==> src/rtl/phase_scheduler_pkg.sv <==
// Shared light-controller state/phase encodings and the state-class helper
// used to pick a duration for each controller state.
package phase_scheduler_pkg;

  typedef enum logic [3:0] {
    ST_ALL_RED        = 4'h0,
    ST_PHASE_1_GREEN  = 4'h1,
    ST_PHASE_1_YELLOW = 4'h2,
    ST_PHASE_2_GREEN  = 4'h3,
    ST_PHASE_2_YELLOW = 4'h4,
    ST_EAST_GREEN     = 4'h5,
    ST_EAST_YELLOW    = 4'h6,
    ST_WEST_GREEN     = 4'h7,
    ST_WEST_YELLOW    = 4'h8,
    ST_MAINTENANCE    = 4'h9
  } light_state_e;

  typedef enum logic [1:0] {
    PH_PHASE_1       = 2'd0,
    PH_PHASE_2       = 2'd1,
    PH_EAST_PRIORITY = 2'd2,
    PH_WEST_PRIORITY = 2'd3
  } phase_e;

  typedef enum logic [2:0] {
    CLS_GREEN      = 3'd0,
    CLS_PRIO_GREEN = 3'd1,
    CLS_YELLOW     = 3'd2,
    CLS_RED        = 3'd3,
    CLS_INVALID    = 3'd4
  } state_class_e;

  function automatic state_class_e state_class(input logic [3:0] s);
    state_class_e c;
    case (s)
      ST_PHASE_1_GREEN, ST_PHASE_2_GREEN:                    c = CLS_GREEN;
      ST_EAST_GREEN, ST_WEST_GREEN:                          c = CLS_PRIO_GREEN;
      ST_PHASE_1_YELLOW, ST_PHASE_2_YELLOW,
      ST_EAST_YELLOW, ST_WEST_YELLOW:                        c = CLS_YELLOW;
      ST_ALL_RED, ST_MAINTENANCE:                            c = CLS_RED;
      default:                                               c = CLS_INVALID;
    endcase
    return c;
  endfunction

endpackage

==> src/rtl/phase_scheduler_arbiter.sv <==
// Chooses the phase taken at the next ALL_RED exit: pending east/west
// priority requests, round-robin between them, and normal-phase alternation.
module phase_arbiter
  import phase_scheduler_pkg::*;
(
  input  logic   clk,
  input  logic   rst,
  input  logic   east_req,
  input  logic   west_req,
  input  logic   enter_all_red,
  input  logic   enter_east_green,
  input  logic   enter_west_green,
  output phase_e phase
);

  logic   pend_e_q, pend_e_d;
  logic   pend_w_q, pend_w_d;
  logic   last_prio_q, last_prio_d;
  logic   rr_west_q, rr_west_d;
  phase_e phase_q, phase_d;
  phase_e next_norm_q, next_norm_d;
  logic   want_e_s, want_w_s;

  // A request arriving in the same cycle as its green entry keeps the flag set.
  always_comb begin
    pend_e_d    = east_req | (pend_e_q & ~enter_east_green);
    pend_w_d    = west_req | (pend_w_q & ~enter_west_green);
    want_e_s    = pend_e_q | east_req;
    want_w_s    = pend_w_q | west_req;
    phase_d     = phase_q;
    last_prio_d = last_prio_q;
    rr_west_d   = rr_west_q;
    next_norm_d = next_norm_q;
    if (enter_all_red) begin
      if (!last_prio_q && (want_e_s || want_w_s)) begin
        if (want_e_s && (!want_w_s || !rr_west_q)) begin
          phase_d = PH_EAST_PRIORITY;
        end else begin
          phase_d = PH_WEST_PRIORITY;
        end
        last_prio_d = 1'b1;
        rr_west_d   = ~rr_west_q;
      end else begin
        phase_d     = next_norm_q;
        next_norm_d = (next_norm_q == PH_PHASE_1) ? PH_PHASE_2 : PH_PHASE_1;
        last_prio_d = 1'b0;
      end
    end else begin
      phase_d = phase_q;
    end
  end

  always_ff @(posedge clk) begin
    if (rst) begin
      pend_e_q    <= 1'b0;
      pend_w_q    <= 1'b0;
      last_prio_q <= 1'b0;
      rr_west_q   <= 1'b0;
      phase_q     <= PH_PHASE_1;
      next_norm_q <= PH_PHASE_2;
    end else begin
      pend_e_q    <= pend_e_d;
      pend_w_q    <= pend_w_d;
      last_prio_q <= last_prio_d;
      rr_west_q   <= rr_west_d;
      phase_q     <= phase_d;
      next_norm_q <= next_norm_d;
    end
  end

  assign phase = phase_q;

endmodule

==> src/rtl/phase_scheduler.sv <==
// Times each light-controller state in tick pulses, raises timing_done when a
// state expires, and forces maintenance on operator request or detected fault.
module phase_scheduler
  import phase_scheduler_pkg::*;
#(
  parameter int unsigned GREEN_TICKS      = 20,
  parameter int unsigned PRIO_GREEN_TICKS = 10,
  parameter int unsigned YELLOW_TICKS     = 4,
  parameter int unsigned RED_TICKS        = 2,
  parameter int unsigned WDOG_CYCLES      = 2
)(
  input  logic       clk,
  input  logic       rst,
  input  logic       tick,
  input  logic [3:0] current_state,
  input  logic       east_req,
  input  logic       west_req,
  input  logic       maint_req,
  output logic       timing_done,
  output logic [1:0] phase,
  output logic       maintenance
);

  logic [3:0]   prev_state_q, prev_state_d;
  logic [7:0]   cnt_q, cnt_d;
  logic         timing_done_q, timing_done_d;
  logic         maintenance_q, maintenance_d;
  logic         fault_q, fault_d;
  logic         wd_armed_q, wd_armed_d;
  logic [2:0]   wd_cnt_q, wd_cnt_d;
  logic         entry_s, wd_expire_s;
  logic         enter_all_red_s, enter_east_s, enter_west_s;
  logic [7:0]   load_s;
  state_class_e cls_s;
  phase_e       phase_s;

  always_comb begin
    entry_s         = (current_state != prev_state_q);
    cls_s           = state_class(current_state);
    enter_all_red_s = entry_s && (current_state == ST_ALL_RED);
    enter_east_s    = entry_s && (current_state == ST_EAST_GREEN);
    enter_west_s    = entry_s && (current_state == ST_WEST_GREEN);
    case (cls_s)
      CLS_GREEN:      load_s = 8'(GREEN_TICKS);
      CLS_PRIO_GREEN: load_s = 8'(PRIO_GREEN_TICKS);
      CLS_YELLOW:     load_s = 8'(YELLOW_TICKS);
      default:        load_s = 8'(RED_TICKS);
    endcase

    // Entry reload beats a coincident tick; maintenance freezes the count.
    prev_state_d  = current_state;
    timing_done_d = 1'b0;
    if (entry_s) begin
      cnt_d = load_s;
    end else if (!maintenance_q && tick && (cnt_q != 8'd0)) begin
      cnt_d         = cnt_q - 8'd1;
      timing_done_d = (cnt_q == 8'd1);
    end else begin
      cnt_d = cnt_q;
    end

    wd_expire_s = wd_armed_q && !entry_s && (wd_cnt_q >= 3'(WDOG_CYCLES));
    if (maintenance_q || entry_s) begin
      wd_armed_d = 1'b0;
      wd_cnt_d   = 3'd0;
    end else if (timing_done_q) begin
      wd_armed_d = 1'b1;
      wd_cnt_d   = 3'd1;
    end else if (wd_armed_q && (wd_cnt_q < 3'(WDOG_CYCLES))) begin
      wd_armed_d = 1'b1;
      wd_cnt_d   = wd_cnt_q + 3'd1;
    end else begin
      wd_armed_d = wd_armed_q;
      wd_cnt_d   = wd_cnt_q;
    end

    fault_d       = fault_q | (cls_s == CLS_INVALID) | wd_expire_s;
    maintenance_d = maint_req | fault_d;
  end

  always_ff @(posedge clk) begin
    if (rst) begin
      prev_state_q  <= ST_ALL_RED;
      cnt_q         <= 8'(RED_TICKS);
      timing_done_q <= 1'b0;
      maintenance_q <= 1'b0;
      fault_q       <= 1'b0;
      wd_armed_q    <= 1'b0;
      wd_cnt_q      <= 3'd0;
    end else begin
      prev_state_q  <= prev_state_d;
      cnt_q         <= cnt_d;
      timing_done_q <= timing_done_d;
      maintenance_q <= maintenance_d;
      fault_q       <= fault_d;
      wd_armed_q    <= wd_armed_d;
      wd_cnt_q      <= wd_cnt_d;
    end
  end

  phase_arbiter u_arbiter (
    .clk              (clk),
    .rst              (rst),
    .east_req         (east_req),
    .west_req         (west_req),
    .enter_all_red    (enter_all_red_s),
    .enter_east_green (enter_east_s),
    .enter_west_green (enter_west_s),
    .phase            (phase_s)
  );

  assign timing_done = timing_done_q;
  assign maintenance = maintenance_q;
  assign phase       = phase_s;

endmodule
==> config.mk <==
export PLATFORM = sky130hd
export DESIGN_NAME = phase_scheduler
export DESIGN_NICKNAME = d
export VERILOG_FILES = /design/src/rtl/phase_scheduler_pkg.sv /design/src/rtl/phase_scheduler_arbiter.sv /design/src/rtl/phase_scheduler.sv
export SDC_FILE = /design/constraint.sdc
export NUM_CORES = 1
export LEC_CHECK = 0
export CAP_MARGIN = 10
export CORE_AREA = 2 2 63 65
export CTS_CLUSTER_DIAMETER = 200
export DETAILED_ROUTE_END_ITERATION = 7
export DIE_AREA = 0 0 65 67
export PLACE_DENSITY = 0.51
export SLEW_MARGIN = 0
export SYNTH_ARGS = -nofsm -noshare
export SYNTH_HDL_FRONTEND = slang
export SYNTH_SLANG_ARGS = --single-unit
export TNS_END_PERCENT = 100
==> constraint.sdc <==
create_clock -name clk -period 2.3 [get_ports clk]
set_input_delay 0.345 -clock clk [delete_from_list [all_inputs] [get_ports clk]]
set_output_delay 0.345 -clock clk [all_outputs]
set_load 0.01 [all_outputs]
# Yosys cells after proc, flatten, opt, wreduce, memory -nomap -nowiden
# Memory sizes are Yosys's and may differ from the RTL's.
# Cells that the tools add are included.
[word_totals]
mem_bits_ro = 48
inputBits = 10
reg_bits = 27
memories = 1
[op_classes]
add_sub_neg = 2
eq_ne = 7
bitwise = 14
n_lt_le_gt_ge = 2
muxes = 11
n_reduce_logical = 29
[mem_list]
columns = ["memory", "depth", "width", "read_ports", "rd_clocked_by_memory_dff", "write_ports", "line_no", "text"]
rows = [
  ["(no name shown)", 16, 3, 1, 0, 0, "phase_scheduler_pkg.sv:35", "case (s)"],
]
[op_table]
columns = ["cell", "n"]
rows = [
  ["two-way mux 8 bit", 2],
  ["one-hot mux 5 bit (3 select lines)", 1],
  ["logical AND 1 bit", 10],
  ["equality test 4 x 3 -> 1 bit, second input constant", 2],
  ["equality test 8 x 1 -> 1 bit, second input constant", 1],
  ["nonzero test 8 bit", 1],
  ["subtractor 8 x 1 -> 8 bit, second input constant", 1],
  ["two-way mux 1 bit", 7],
  ["bitwise OR 1 bit", 7],
  ["OR reduction 3 bit", 2],
  ["logical NOT 1 bit", 5],
  ["NOT 1 bit", 5],
  ["logical NOT 4 bit", 1],
  ["!= test 4 bit", 1],
  ["AND reduction 2 bit", 2],
  ["nonzero test 2 bit", 2],
  ["adder 3 x 1 -> 3 bit, second input constant", 1],
  ["equality test 3 x 1 -> 1 bit, second input constant", 1],
  ["equality test 3 x 2 -> 1 bit, second input constant", 1],
  ["equality test 3 bit, second input constant", 1],
  ["greater-or-equal comparator 3 x 2 -> 1 bit, second input constant", 1],
  ["logical NOT 3 bit", 1],
  ["logical OR 1 bit", 3],
  ["< comparator 3 x 2 -> 1 bit, second input constant", 1],
  ["other kinds (4)", 5],
]

# Depth between registers and ports, before layout
[depth]
word_depth = 6
depth_mapped = 6
ltp_nobuf = 6

# Hierarchy
# Synthesis repeated with hierarchy kept, for this count alone.
[unflattened]
cells_unflattened = 141
hier_area_um2 = 1246.2
[by_module_without_submodules]
columns = ["module", "cells_per_inst", "area_each_um2", "instances", "seq_area_each_um2"]
rows = [
  ["phase_scheduler", 110, 968.4, 1, 380.4],
  ["phase_arbiter", 31, 277.8, 1, 120.1],
]

# Worst setup path before layout
# Ideal clock, no wire load.
[synth_path]
kind = "input -> register"
startpoint = "input current_state[2]"
endpoint = "register u_arbiter.rr_west_q"
t_arrival_ps = 1673
path_stages = 5
setup_ps = 71
slack_ps = 556
cell_sequence = "buf_6 or4_4 a31o_4 or4_1 a21oi_1"
[synth_via]
elab_chain_len = 3
elab_cells_between_ends = 4
cone_classes = "1 x eq/ne; 3 x reduce/logical"
[synth_rtl]
columns = ["element", "line_no", "text"]
rows = [
  ["start, declared", "phase_scheduler.sv:15", "input logic [3:0] current_state,"],
  ["!= test 4 bit or logical NOT 4 bit (tied branches)", "phase_scheduler.sv:38, phase_scheduler.sv:40", ""],
  ["logical AND 1 bit (*)", "phase_scheduler.sv:40", "enter_all_red_s = entry_s && (current_state == ST_ALL_RED);"],
  ["AND reduction 2 bit (no source line) (*)", "-", ""],
  ["end signal, assigned", "phase_scheduler_arbiter.sv:65", "rr_west_q <= rr_west_d;"],
  ["end, declared", "phase_scheduler_arbiter.sv:19", "logic rr_west_q, rr_west_d;"],
]
# Every way passes the cells marked *; elsewhere a longest branch is shown, timed or not.
# A chain may end at the register's enable or synchronous reset.

# Worst setup path after layout
[layout_path]
startpoint = "input current_state[0]"
endpoint = "register u_arbiter.rr_west_q"
# Same word-level chain as after synthesis.

==> run summary <==
Antenna diodes - 0
Die H - 67 um
IO buf count - 13
CP delay by family, top - simple AND/OR/NAND/NOR gates
Max H-tree Level - 1
Synth Instances - 134
Max Cap Viol - 0
Area contributors post-synth - dfxtp_1 (41%), nor2_1 (5.8%), xnor2_1 (5.7%)
Detail Route Antenna Nets - 0
Final net count - 170
Met1 Resource Use GR - 15.4%
Final setup vio count - 0
Top cell type by total area after synthesis - dfxtp_1
Clock latency on the worst-skew pair - 270 ps
Vias per cell - 4.85
Compound-Gate Fraction of Synth Area - 16.2%
Syn nets - 148
Most common cell after layout, fill and taps aside - dfxtp_1
Hold buffers post-CTS - 0
Post-Synthesis Cell Area - 1230 um2
Synth top area share - 40.5%
Clock sink count - 25
Gr usage total - 12.3%
Fmax - 535 MHz
HPWL Detailed - 1760 um
Pre-antenna DRT Iters - 4
Critical Path AT - 2070 ps
Max transition margin - 70.9%
Fin crit share - 81.2%
Hold Path Class - reg2reg
Yosys warns - 0
CTS tree - yes
Period minus WS final - 1870 ps
GP Congestion - 0.706
Ports - 14
Num CTS Buffers - 3
Status - completed
Die area - 4360 um2
DR WL/cell - 11.6 um
Bufs and invs on worst path - 1
Die X - 65 um
Mux contribution to synthesized area - 3.34%
Critical path cell sequence - clkdlybuf4s50_1, or4_4, a31o_4, or4_1, a21oi_1
CP max FO - 3
Global-route wire length before repair - 4080 um
Largest family of logic cells by synthesized area - simple AND/OR/NAND/NOR gates
PostCTS Resize Cnt - 0
WP data required - 2500 ps
Post-synth EDFFs - 0
Most frequent cells in the layout - dfxtp_1 (25), nor2_1 (19), clkdlybuf4s50_1 (13)
Critical path's slowest cell - or4_4
Initial DRC count - 23
Clk root buf - clkbuf_8
Int Power - 634 uW
Power Dens Cells - 558 nW/um2
Clock power share - 30.8%
Crit Path Category - in2reg
Grt total ovfl - 0
Dominant synthesized flop cell - dfxtp_1
Worst setup EP type - flop
Initial core utilization - 34.2%
Fin Hold WS - 458 ps
Layout cells sized above 1 - 11.6%
# fillers - 352
Sequential fraction of design power - 55.1%
Clock skew - 8.43 ps
Final Hold Vio Count - 0
Row count - 22
Met2 Usage GRT - 20.2%
Post-Synth XOR/XNOR Area - 5.67%
Syn avg cell area - 9.22 um2
Vias in the first global route - 938
Asr flop ratio synth - 0%
Switching power - 203 uW
Vias - 985
Setup_tns - 0 ps
Layout area overhead - 21.5%
Sw Ratio - 24.3%
Met3 Use GR - 2.20%
Largest buffer count on any clock path - 2
Post-CTS setup buffers - 0
Placed Cells incl. Taps - 199
Max IR drop VDD - 0.000202 V
WL final - 2350 um
Core Util, Final - 41.6%
# DRC - 0
Slew of the pin with the lowest slew margin - 434 ps
RSZ-0062 raised after global routing - false
Slew Limit Fails - 0
Post-synthesis register bit count - 25
Core footprint - 3610 um2
Adder-Cell Fraction of Synth Area - 4.05%
Sequential area share after synthesis - 40.5%
Leakage - 0.000549 uW
Synth Area in Simple Gates - 25.9%
Initial antenna violation count - 0
Cell variety after synth - 42
Pin count of the biggest net entering global routing - 17
CP max stage delay - 540 ps
Comb power frac - 14.1%
Clock slew at reported path FFs - 80 ps
Gr busiest metal - met2
Startpoint types - input port
Final Non-Filler Cells - 203
[tightest hold or removal path: stages (launching register included)]
cell and delay [ps]:
dfxtp_1 310, nand2_1 50, a21oi_1 50
[flip-flops by register name (all words and copies together) (netlist names)]
name	flops
u_arbiter.phase	2
prev_state_q	4
u_arbiter.pend_e_q	1
u_arbiter.pend_w_q	1
maintenance	1
u_arbiter.next_norm_q	1
wd_armed_q	1
wd_cnt_q	3
cnt_q	8
timing_done	1
fault_q	1
u_arbiter.rr_west_q	1
[stage by stage]
| step | instance area, um2 | setup slack [ps] | power (uW) |
|---|---|---|---|
| floorplan | 1230 | 556 | 541 |
| detailed placement | 1460 | 147 | 589 |
| global route | 1500 | 277 | 879 |
| global placement | 1460 | 172 | 589 |
| CTS | 1500 | 429 | 850 |
| finish | 1500 | 431 | 837 |
[worst paths after layout]
| check | slack, ps | from | end | cells after the start |
|---|---|---|---|---|
| hold reg to reg | 460 | u_arbiter.phase[0]$_SDFFE_PP0N_ | u_arbiter.phase[0]$_SDFFE_PP0N_ | 2 |
| hold / removal | 460 | u_arbiter.phase[0]$_SDFFE_PP0N_ | u_arbiter.phase[0]$_SDFFE_PP0N_ | 2 |
| setup reg to reg | 560 | cnt_q[0]$_SDFFE_PP0P_ | cnt_q[1]$_SDFFE_PP1P_ | 5 |
| setup / recovery | 430 | current_state[0] | u_arbiter.rr_west_q$_SDFFE_PP0P_ | 5 |
[final cells by class]
| type | instances | area (um2) | area share [%] |
|---|---|---|---|
| timing repair buffer | 20 | 183 | 12.2 |
| multi-input combinational | 98 | 682 | 45.5 |
| clock buffer | 4 | 45.0 | 3.00 |
| sequential | 25 | 500 | 33.4 |
| inverter | 8 | 30.0 | 2.00 |
| tap | 48 | 60.1 | 4.00 |
[cell usage after synthesis (2+ instances only)]
master    number
dfxtp_1       25
nor2_1        19
inv_1          8
nor2b_1        8
xnor2_1        8
a21oi_1        6
nor3_1         5
a211oi_1       4
ha_1           4
o21ai_0        4
mux2i_1        3
or3_1          3
a311oi_1       2
nand4_1        2
nor4_1         2
o21a_1         2
o31ai_1        2
or2_2          2
or4_1          2
[cells by family after synthesis]
| group | after synthesis |
|---|---|
| flip-flops | 25 |
| AO/OA/AOI/OAI | 27 |
| multiplexers | 4 |
| adder cells (fa/ha/maj) | 4 |
| AND/OR/NAND/NOR | 55 |
| buffers and inverters | 11 |
| XOR/XNOR | 8 |
[power by group through the flow]
stage	sequential, uW	clock [uW]	combinational [uW]
after global routing	464	284	131
final	461	258	118
after floorplan	469	0	72.3
after global placement	471	0	117
after CTS	461	270	118
after detailed placement	471	0	117
[per-layer routing]
layer	wire length, um	up-vias
met1	1180	445
met3	70	4
met5	0	-
met2	1060	12
li1	-	524
met4	43	0
Power figures use the tool's default switching activity.
